File: config.mk
export PLATFORM = sky130hd
export DESIGN_NAME = seq_pattern_detector
export DESIGN_NICKNAME = d
export VERILOG_FILES = /design/src/rtl/seq_pattern_detector.sv
export SDC_FILE = /design/constraint.sdc
export NUM_CORES = 1
export LEC_CHECK = 0
export ABC_AREA = 1
export BUFFER_PORTS_ARGS = -buffer_cell sky130_fd_sc_hd__buf_4
export CORE_AREA = 2 2 62 64
export DETAILED_ROUTE_END_ITERATION = 8
export DIE_AREA = 0 0 64 66
export PLACE_DENSITY = 0.88
export SLEW_MARGIN = 20
export SYNTH_ARGS = -nofsm -noshare
export SYNTH_HDL_FRONTEND = slang
export SYNTH_SLANG_ARGS = --single-unit
File: constraint.sdc
create_clock -name clk -period 2.3 [get_ports clk]
set_input_delay 0.115 -clock clk [delete_from_list [all_inputs] [get_ports clk]]
set_output_delay 0.115 -clock clk [all_outputs]
set_load 0.02 [all_outputs]
File: src/rtl/seq_pattern_detector.sv
// Serial bit-pattern detector with a runtime-programmable pattern and length,
// optional overlapping detection, and a saturating match counter.
module seq_pattern_detector #(
    parameter int MAX_LEN = 8,
    parameter int LEN_W   = 4,
    parameter int CNT_W   = 8
) (
    input  logic               clk,
    input  logic               reset,
    input  logic               cfg_load,
    input  logic [MAX_LEN-1:0] cfg_pattern,
    input  logic [LEN_W-1:0]   cfg_len,
    input  logic               cfg_overlap,
    input  logic               enable,
    input  logic               in_valid,
    input  logic               in,
    output logic               z,
    output logic [CNT_W-1:0]   match_count,
    output logic               busy
);

    localparam logic [LEN_W-1:0] MAX_LEN_L = LEN_W'(MAX_LEN);

    logic [MAX_LEN-1:0] hist_q, hist_d;
    logic [LEN_W-1:0]   fill_q, fill_d;
    logic [MAX_LEN-1:0] pat_q, pat_d;
    logic [LEN_W-1:0]   len_q, len_d;
    logic               overlap_q, overlap_d;
    logic               z_q, z_d;
    logic [CNT_W-1:0]   cnt_q, cnt_d;

    logic               accept;
    logic               hit;
    logic [MAX_LEN-1:0] hist_n;
    logic [LEN_W-1:0]   fill_n;
    logic [MAX_LEN-1:0] len_mask;

    always_comb begin
        // NOTE: every always_comb output gets a default first, so no path can infer a latch.
        hist_d    = hist_q;
        fill_d    = fill_q;
        pat_d     = pat_q;
        len_d     = len_q;
        overlap_d = overlap_q;
        cnt_d     = cnt_q;
        z_d       = 1'b0;

        accept = enable && in_valid && !cfg_load;
        hist_n = {hist_q[MAX_LEN-2:0], in};
        fill_n = (fill_q >= MAX_LEN_L) ? MAX_LEN_L : fill_q + LEN_W'(1);

        // Only the low len bits of history and pattern take part in the compare.
        for (int i = 0; i < MAX_LEN; i++) begin
            len_mask[i] = (i < int'(len_q));
        end
        hit = accept && (fill_n >= len_q) && (((hist_n ^ pat_q) & len_mask) == '0);

        if (cfg_load) begin
            pat_d     = cfg_pattern;
            len_d     = (cfg_len == '0 || cfg_len > MAX_LEN_L) ? MAX_LEN_L : cfg_len;
            overlap_d = cfg_overlap;
            hist_d    = '0;
            fill_d    = '0;
            cnt_d     = '0;
        end else if (accept) begin
            hist_d = hist_n;
            fill_d = (hit && !overlap_q) ? '0 : fill_n;
            z_d    = hit;
            if (hit && cnt_q != '1) begin
                cnt_d = cnt_q + CNT_W'(1);
            end
        end
    end

    // NOTE: sequential state uses non-blocking assignments so all registers update together.
    always_ff @(posedge clk or negedge reset) begin
        if (!reset) begin
            hist_q    <= '0;
            fill_q    <= '0;
            pat_q     <= '0;
            len_q     <= LEN_W'(1);
            overlap_q <= 1'b1;
            z_q       <= 1'b0;
            cnt_q     <= '0;
        end else begin
            hist_q    <= hist_d;
            fill_q    <= fill_d;
            pat_q     <= pat_d;
            len_q     <= len_d;
            overlap_q <= overlap_d;
            z_q       <= z_d;
            cnt_q     <= cnt_d;
        end
    end

    assign z           = z_q;
    assign match_count = cnt_q;
    assign busy        = (fill_q != '0) && !z_q;

endmodule
==> impl_metrics.tcl, run 1 <==
set metrics [dict create \
    ant_nets 0 \
    drive_above_1_share 0.1713 \
    status "finished, final reports clean" \
    path_class "register to register" \
    power.leakage_nw 1.294 \
    synth_cell_types 25 \
    max_stage_delay_ns 0.41 \
    finalMaxSlewViolations 0 \
    die_area_um2 4224 \
    path_clk_slew_ns 0.10 \
    nets 311 \
    ios 29 \
    dr.pass1.iters 4 \
    synthesis.area_um2 1893 \
    place_congestion 0.8251 \
    clock-sinks 33 \
    min_period_ns 2.043 \
    numCtsBuffers 5 \
    power_mw 1.291 \
    ys.flop_type "dfrtp_1" \
    seq_area_frac_synth 0.4375 \
    min_path_type "input port to register" \
    synth_top_area_share 0.4098 \
    vias_per_cell 5.039 \
    clock_latency_ns 0.36 \
    peakVddDrop_mv 0.3445 \
    num_rows 22 \
    grt_pass1_vias 1616 \
    cts_tree "done" \
    slew_headroom 0.6092 \
    tightest_slew_ns 0.5855 \
    ys_warn_count 0 \
    ys_ff_latch 33 \
    power_density_nw_per_um2 554.6 \
    hpwlAfterDp_um 2824 \
    track_usage 0.2298 \
    area_delta_synth_final_pct 22.93 \
    wl_per_cell_um 12.41 \
    cts_root_buffer "clkbuf_4" \
    skew_ns 0.007113 \
    grt_pass1_wl_um 7320 \
    arrival_ns 2.30 \
    cts_resized 0 \
    critPathCaptureType "register" \
    crit_fanout 10 \
    post_cts_buffers 0 \
    fin_area_um2 2327 \
    start_kind "register" \
    synth_most_common_cell "nand2_1" \
    overflow 0 \
    path_cells "inv_1 -> ha_1 -> inv_1 -> nor2_1 -> ha_1 -> nand2_1 -> nand2_1 -> nand2_1 -> nand2_1 -> nand3_4 -> nor2_8 -> nand2_4 -> nand2_1 -> nand2_1" \
    start_util 0.5331 \
    placed_area_um2 2138 \
    diodes 0 \
    grt_max_degree 34 \
    rsz0062_at_grt "false" \
    slowest_stage "dfrtp_1" \
    fin_tns_setup_ns 0 \
    max_freq_ghz 0.4895 \
    critPathRequiredTime_ns 2.56 \
    cap_violations 0 \
    synth_top_cell_by_area "dfrtp_1" \
    dieWidth_um 64 \
    ctsHoldBuffers 10 \
    cp_common_cell "nand2_1" \
    first_iter_violations 95 \
    syn_inst 246 \
    synthTopCellsByCount "nand2_1 (79), inv_1 (42), dfrtp_1 (31)" \
    hold_violations 0 \
    syn_area_per_cell_um2 7.695 \
    antenna_found_initial 0 \
    port_buffers 28 \
    wl_um 4146 \
    vias 1683 \
    design.core.area_um2 3551 \
    fin_crit_sh 0.8883 \
    cts_max_level 2 \
    ys_top_cells_by_area "dfrtp_1 (41%), nand2_1 (16%), inv_1 (8.3%)" \
    synth_edf_count 0 \
    synth-async-reset-ratio 1.000 \
    die_h_um 66 \
    syn_nets 272 \
    r2r_slack_ns 0.26 \
    clock_path_buffers 2 \
    drc_errors 0 \
    setup_violations 0 \
]
==> routing by layer <==
layer  vias to the layer above  global-route usage  wire, um
li1                        854                   -         -
met1                       781              0.2977      1856
met2                        42              0.3633      2008
met3                         6             0.05281       191
met4                         0              0.1114        90
met5                         -                   0         0
==> flip-flops by register name, summed over array words and instances, names as in the netlist <==
signal,count
fill_q,4
pat_q,8
z,1
match_count,8
overlap_q,1
len_q,4
hist_q,7
==> power by group <==
part           internal (mW)  switching (mW)  leakage [nW]
logic                 0.0756           0.112         0.817
clock network          0.258           0.221        0.0445
registers              0.605          0.0181         0.433
total                  0.939           0.352          1.29
==> metrics by stage <==
stage	instances	hold slack, ns	setup WS, ns	utilization
3_5_place_dp	316	0.07784	0.2648	0.6022
4_1_cts	334	0.01712	0.2489	0.6554
3_3_place_gp	316	0.07890	0.3615	0.6022
6_report	334	0.02109	0.2570	0.6554
2_1_floorplan	246	-0.1806	0.4829	-
5_1_grt	334	0.01872	0.09460	0.6554
==> cell type report <==
| cell class | instances | area [um^2] |
|---|---|---|
| clock inverters | 2 | 37.54 |
| well taps | 48 | 60.06 |
| repair buffers | 38 | 310.3 |
| fillers | 279 | 1224 |
| clock buffers | 6 | 51.30 |
| flip-flops and latches | 33 | 828.3 |
| inverters | 42 | 157.7 |
| multi-input cells | 165 | 882.1 |
==> placed cells by master (no fill, tap or decap), types with 2 or more instances in the layout <==
master         count
nand4_2            2
nand2_4            2
ha_1               7
nand3_1           17
clkbuf_4           5
dfrtp_1           31
o21ai_0            9
nor3_1             2
buf_4             28
dlygate4sd3_1     10
nand4_1            9
nor2_1             9
nand2_1           79
inv_1             42
a21oi_1            5
xor2_1             5
nor2_2             2
o22ai_1            9
nand2_2            2
dfstp_2            2
==> kinds of logic (layout without fill, tap and decap cells) <==
family,Yosys count,count (layout),synth area share
and+or+nand+nor,128,128,0.3219
adders and majority gates,7,7,0.04626
AOI/OAI and AO/OA,24,24,0.07006
buffers and inverters,48,88,0.09649
DFF,33,33,0.4375
xor gates and xnor gates,6,6,0.02776
==> worst max-delay path: cells and delay by family (launching register included) <==
kind | cells | cell delay (ns)
buf+inv | 2 | 0.15
fa+ha+maj | 2 | 0.58
simple gates | 10 | 0.82
flops | 1 | 0.41
==> path summary, 6_finish.rpt <==
| check | from | end | cells past startpoint |
|---|---|---|---|
| max | fill_q[0] | fill_q[1] | 14 |
| min | cfg_len[0] | len_q[0] | 3 |
| max reg2reg | fill_q[0] | fill_q[1] | 14 |
| min reg2reg | pat_q[3] | pat_q[3] | 2 |
| max in group asynchronous | reset | len_q[0] | 2 |
| min in group asynchronous | reset | pat_q[0] | 2 |
Power figures use the tool's default switching activity.
==> inputs of run 2 (changes only) <==
--- a/config.mk
+++ b/config.mk
@@ -5,12 +5,11 @@
 export SDC_FILE = /design/constraint.sdc
 export NUM_CORES = 1
 export LEC_CHECK = 0
-export ABC_AREA = 1
 export BUFFER_PORTS_ARGS = -buffer_cell sky130_fd_sc_hd__buf_4
-export CORE_AREA = 2 2 62 64
+export CORE_AREA = 2 2 58 60
 export DETAILED_ROUTE_END_ITERATION = 8
-export DIE_AREA = 0 0 64 66
-export PLACE_DENSITY = 0.88
+export DIE_AREA = 0 0 60 62
+export PLACE_DENSITY = 0.89
 export SLEW_MARGIN = 20
 export SYNTH_ARGS = -nofsm -noshare
 export SYNTH_HDL_FRONTEND = slang
==> impl_metrics.tcl, run 2 <==
set metrics [dict create \
    numCtsBuffers 5 \
    drive_above_1_share 0.4082 \
    comb_power_share 0.172 \
    tightest_slew_ns 0.8781 \
    cts_tree "done" \
    grt_max_degree 34 \
    vias 1377 \
    max_freq_ghz 0.4063 \
    synth_compound_area_frac 0.1634 \
    synth_edf_count 0 \
    ios 29 \
    min_period_ns 2.461 \
    ys_ff_latch 33 \
    wl_per_cell_um 16.94 \
    track_usage 0.2275 \
    synthTopCellsByCount "dfrtp_1 (31), o21ai_0 (14), a21oi_1 (10)" \
    vias_per_cell 5.690 \
    area_delta_synth_final_pct 34.94 \
    die_area_um2 3720 \
    yosys.area_share.adder 0.05271 \
    design.core.area_um2 3179 \
    failed_checks "negative setup slack" \
    path_delay_family "simple AND/OR/NAND/NOR gates" \
    drc_errors 0 \
    dr.pass1.iters 5 \
    synth-xor-area-share 0.05271 \
    p_int_mw 0.8658 \
    synth_most_common_cell "dfrtp_1" \
    synth_cell_types 38 \
    fin_tns_setup_ns -1.023 \
    status "finished with violations" \
    start_kind "register" \
    layout_commonest_cell "buf_4" \
    final_cells 242 \
    mostFrequentLayoutCells "buf_4 (36), dfrtp_1 (30), o21ai_0 (10)" \
    place_congestion 0.9513 \
    path_cells "buf_4 -> a31o_4 -> ha_4 -> o21a_1 -> o22ai_2 -> nor4_4 -> nand3_2 -> or3_4 -> a21oi_2" \
    dp_cells 225 \
    dpl_worst_slack_ns -0.2379 \
    path_clk_slew_ns 0.11 \
    max_stage_delay_ns 0.46 \
    syn_area_per_cell_um2 11.08 \
    slew_headroom 0.4146 \
    synth.mux.area_fraction 0.06702 \
    wl_um 4099 \
    slowest_stage "dfrtp_2" \
    synthesis.area_um2 1662 \
    seq_area_frac_synth 0.4985 \
    clock-sinks 33 \
    ys.flop_type "dfrtp_1" \
    ys_warn_count 0 \
    synth-async-reset-ratio 1.000 \
    arrival_ns 2.74 \
    crit_fanout 5 \
    overflow 0 \
    fin_crit_sh 1.070 \
    rsz0062_at_grt "true" \
    ant_nets 0 \
    grt_pass1_wl_um 6030 \
    clock_latency_ns 0.36 \
    syn_inst 150 \
    power_mw 1.181 \
    finalWorstSetupSlack_ns -0.1614 \
    synth_top_family_by_area "compound AO/OA/AOI/OAI gates" \
    dieWidth_um 60 \
    p_seq_frac 0.539 \
    finalMaxSlewViolations 0 \
    synth_top_area_share 0.4669 \
    cap_violations 0 \
    hold_violations 0 \
    power.leakage_nw 0.9671 \
    skew_ns 0.02033 \
    ys_top_cells_by_area "dfrtp_1 (47%), mux2_2 (6.1%), ha_1 (5.3%)" \
    clock_path_buffers 2 \
    antenna_found_initial 0 \
    num_rows 21 \
    sw_frac_of_total 0.2671 \
    net-switching-power_mw 0.3156 \
    critPathRequiredTime_ns 2.58 \
    syn_nets 176 \
    diodes 0 \
    hpwlAfterDp_um 2693 \
    min_path_type "input port to register" \
    die_h_um 62 \
    power_density_nw_per_um2 526.9 \
    grt_pass1_vias 1319 \
    clkPwrFrac 0.289 \
    first_iter_violations 62 \
    synthSimpleGateAreaFrac 0.1310 \
    synth_top_cell_by_area "dfrtp_1" \
    setup_violations 9 \
    cts_max_level 2 \
    crit_buf_inv 1 \
    start_util 0.5226 \
    path_class "register to register" \
    fin_hold_ws_ns 0.003316 \
    port_buffers 28 \
    peakVddDrop_mv 0.3860 \
    nets 221 \
    critPathCaptureType "register" \
    cts_root_buffer "clkbuf_4" \
]
run 2: cell count changes after synthesis, moves of 5 or more:
cell / before / now
xnor2_1: 1 / 9
a22o_1: 0 / 7
nand3_1: 17 / 1
or3_1: 0 / 6
nand2_1: 79 / 4
inv_1: 42 / 7
o22ai_1: 9 / 2
a21oi_1: 5 / 10
nand4_1: 9 / 3
mux2_2: 0 / 9
o21ai_0: 9 / 14
run 2: cells by family after synthesis:
kind of cell / Yosys count
AOI/OAI and AO/OA: 42
xor gates and xnor gates: 10
adders and majority gates: 7
buffers and inverters: 13
DFF: 33
muxes: 10
and+or+nand+nor: 35
run 2: cell type report:
type                    count  area (um^2)
fillers                   228        937.1
inverters                   7        26.28
clock buffers               8        58.81
repair buffers             43        344.1
well taps                  46        57.56
multi-input cells         105        925.9
flip-flops and latches     33        829.5
run 2: stage by stage:
stage	instance area (um^2)	util
2_1_floorplan	1664	-
3_3_place_gp	1953	0.6143
3_5_place_dp	1953	0.6143
4_1_cts	2133	0.6710
5_1_grt	2242	0.7052
6_report	2242	0.7052
run 2: timing repair:
item	in CTS	in global routing
resized for setup	16	15
gates cloned	1	0
pin swaps	19	15
setup buffers	1	3
hold buffers	4	0
setup endpoints to repair	13	12
hold endpoints to repair	34	0
run 2: final timing paths:
kind,slack (ns),start,cells past startpoint,to
max in group asynchronous,1.73,reset,2,len_q[0]
min in group asynchronous,0.22,reset,2,hist_q[3]
min reg2reg,0.53,hist_q[6],1,hist_q[6]
min,0.003,cfg_pattern[3],2,pat_q[3]
max reg2reg,-0.16,fill_q[0],9,match_count[4]
max,-0.16,fill_q[0],9,match_count[4]
run 2: power by group through the flow:
stage | clock (mW) | sequential [mW] | combinational (mW)
2_1_floorplan | 0 | 0.639 | 0.0910
3_3_place_gp | 0 | 0.642 | 0.143
3_5_place_dp | 0 | 0.646 | 0.153
4_1_cts | 0.343 | 0.635 | 0.185
5_1_grt | 0.369 | 0.640 | 0.220
6_report | 0.342 | 0.637 | 0.203
run 2: metal layers:
metal | track usage | share of wire
met1 | 0.2853 | 0.41
met2 | 0.3665 | 0.52
met3 | 0.04969 | 0.056
met4 | 0.1302 | 0.019
met5 | 0 | 0
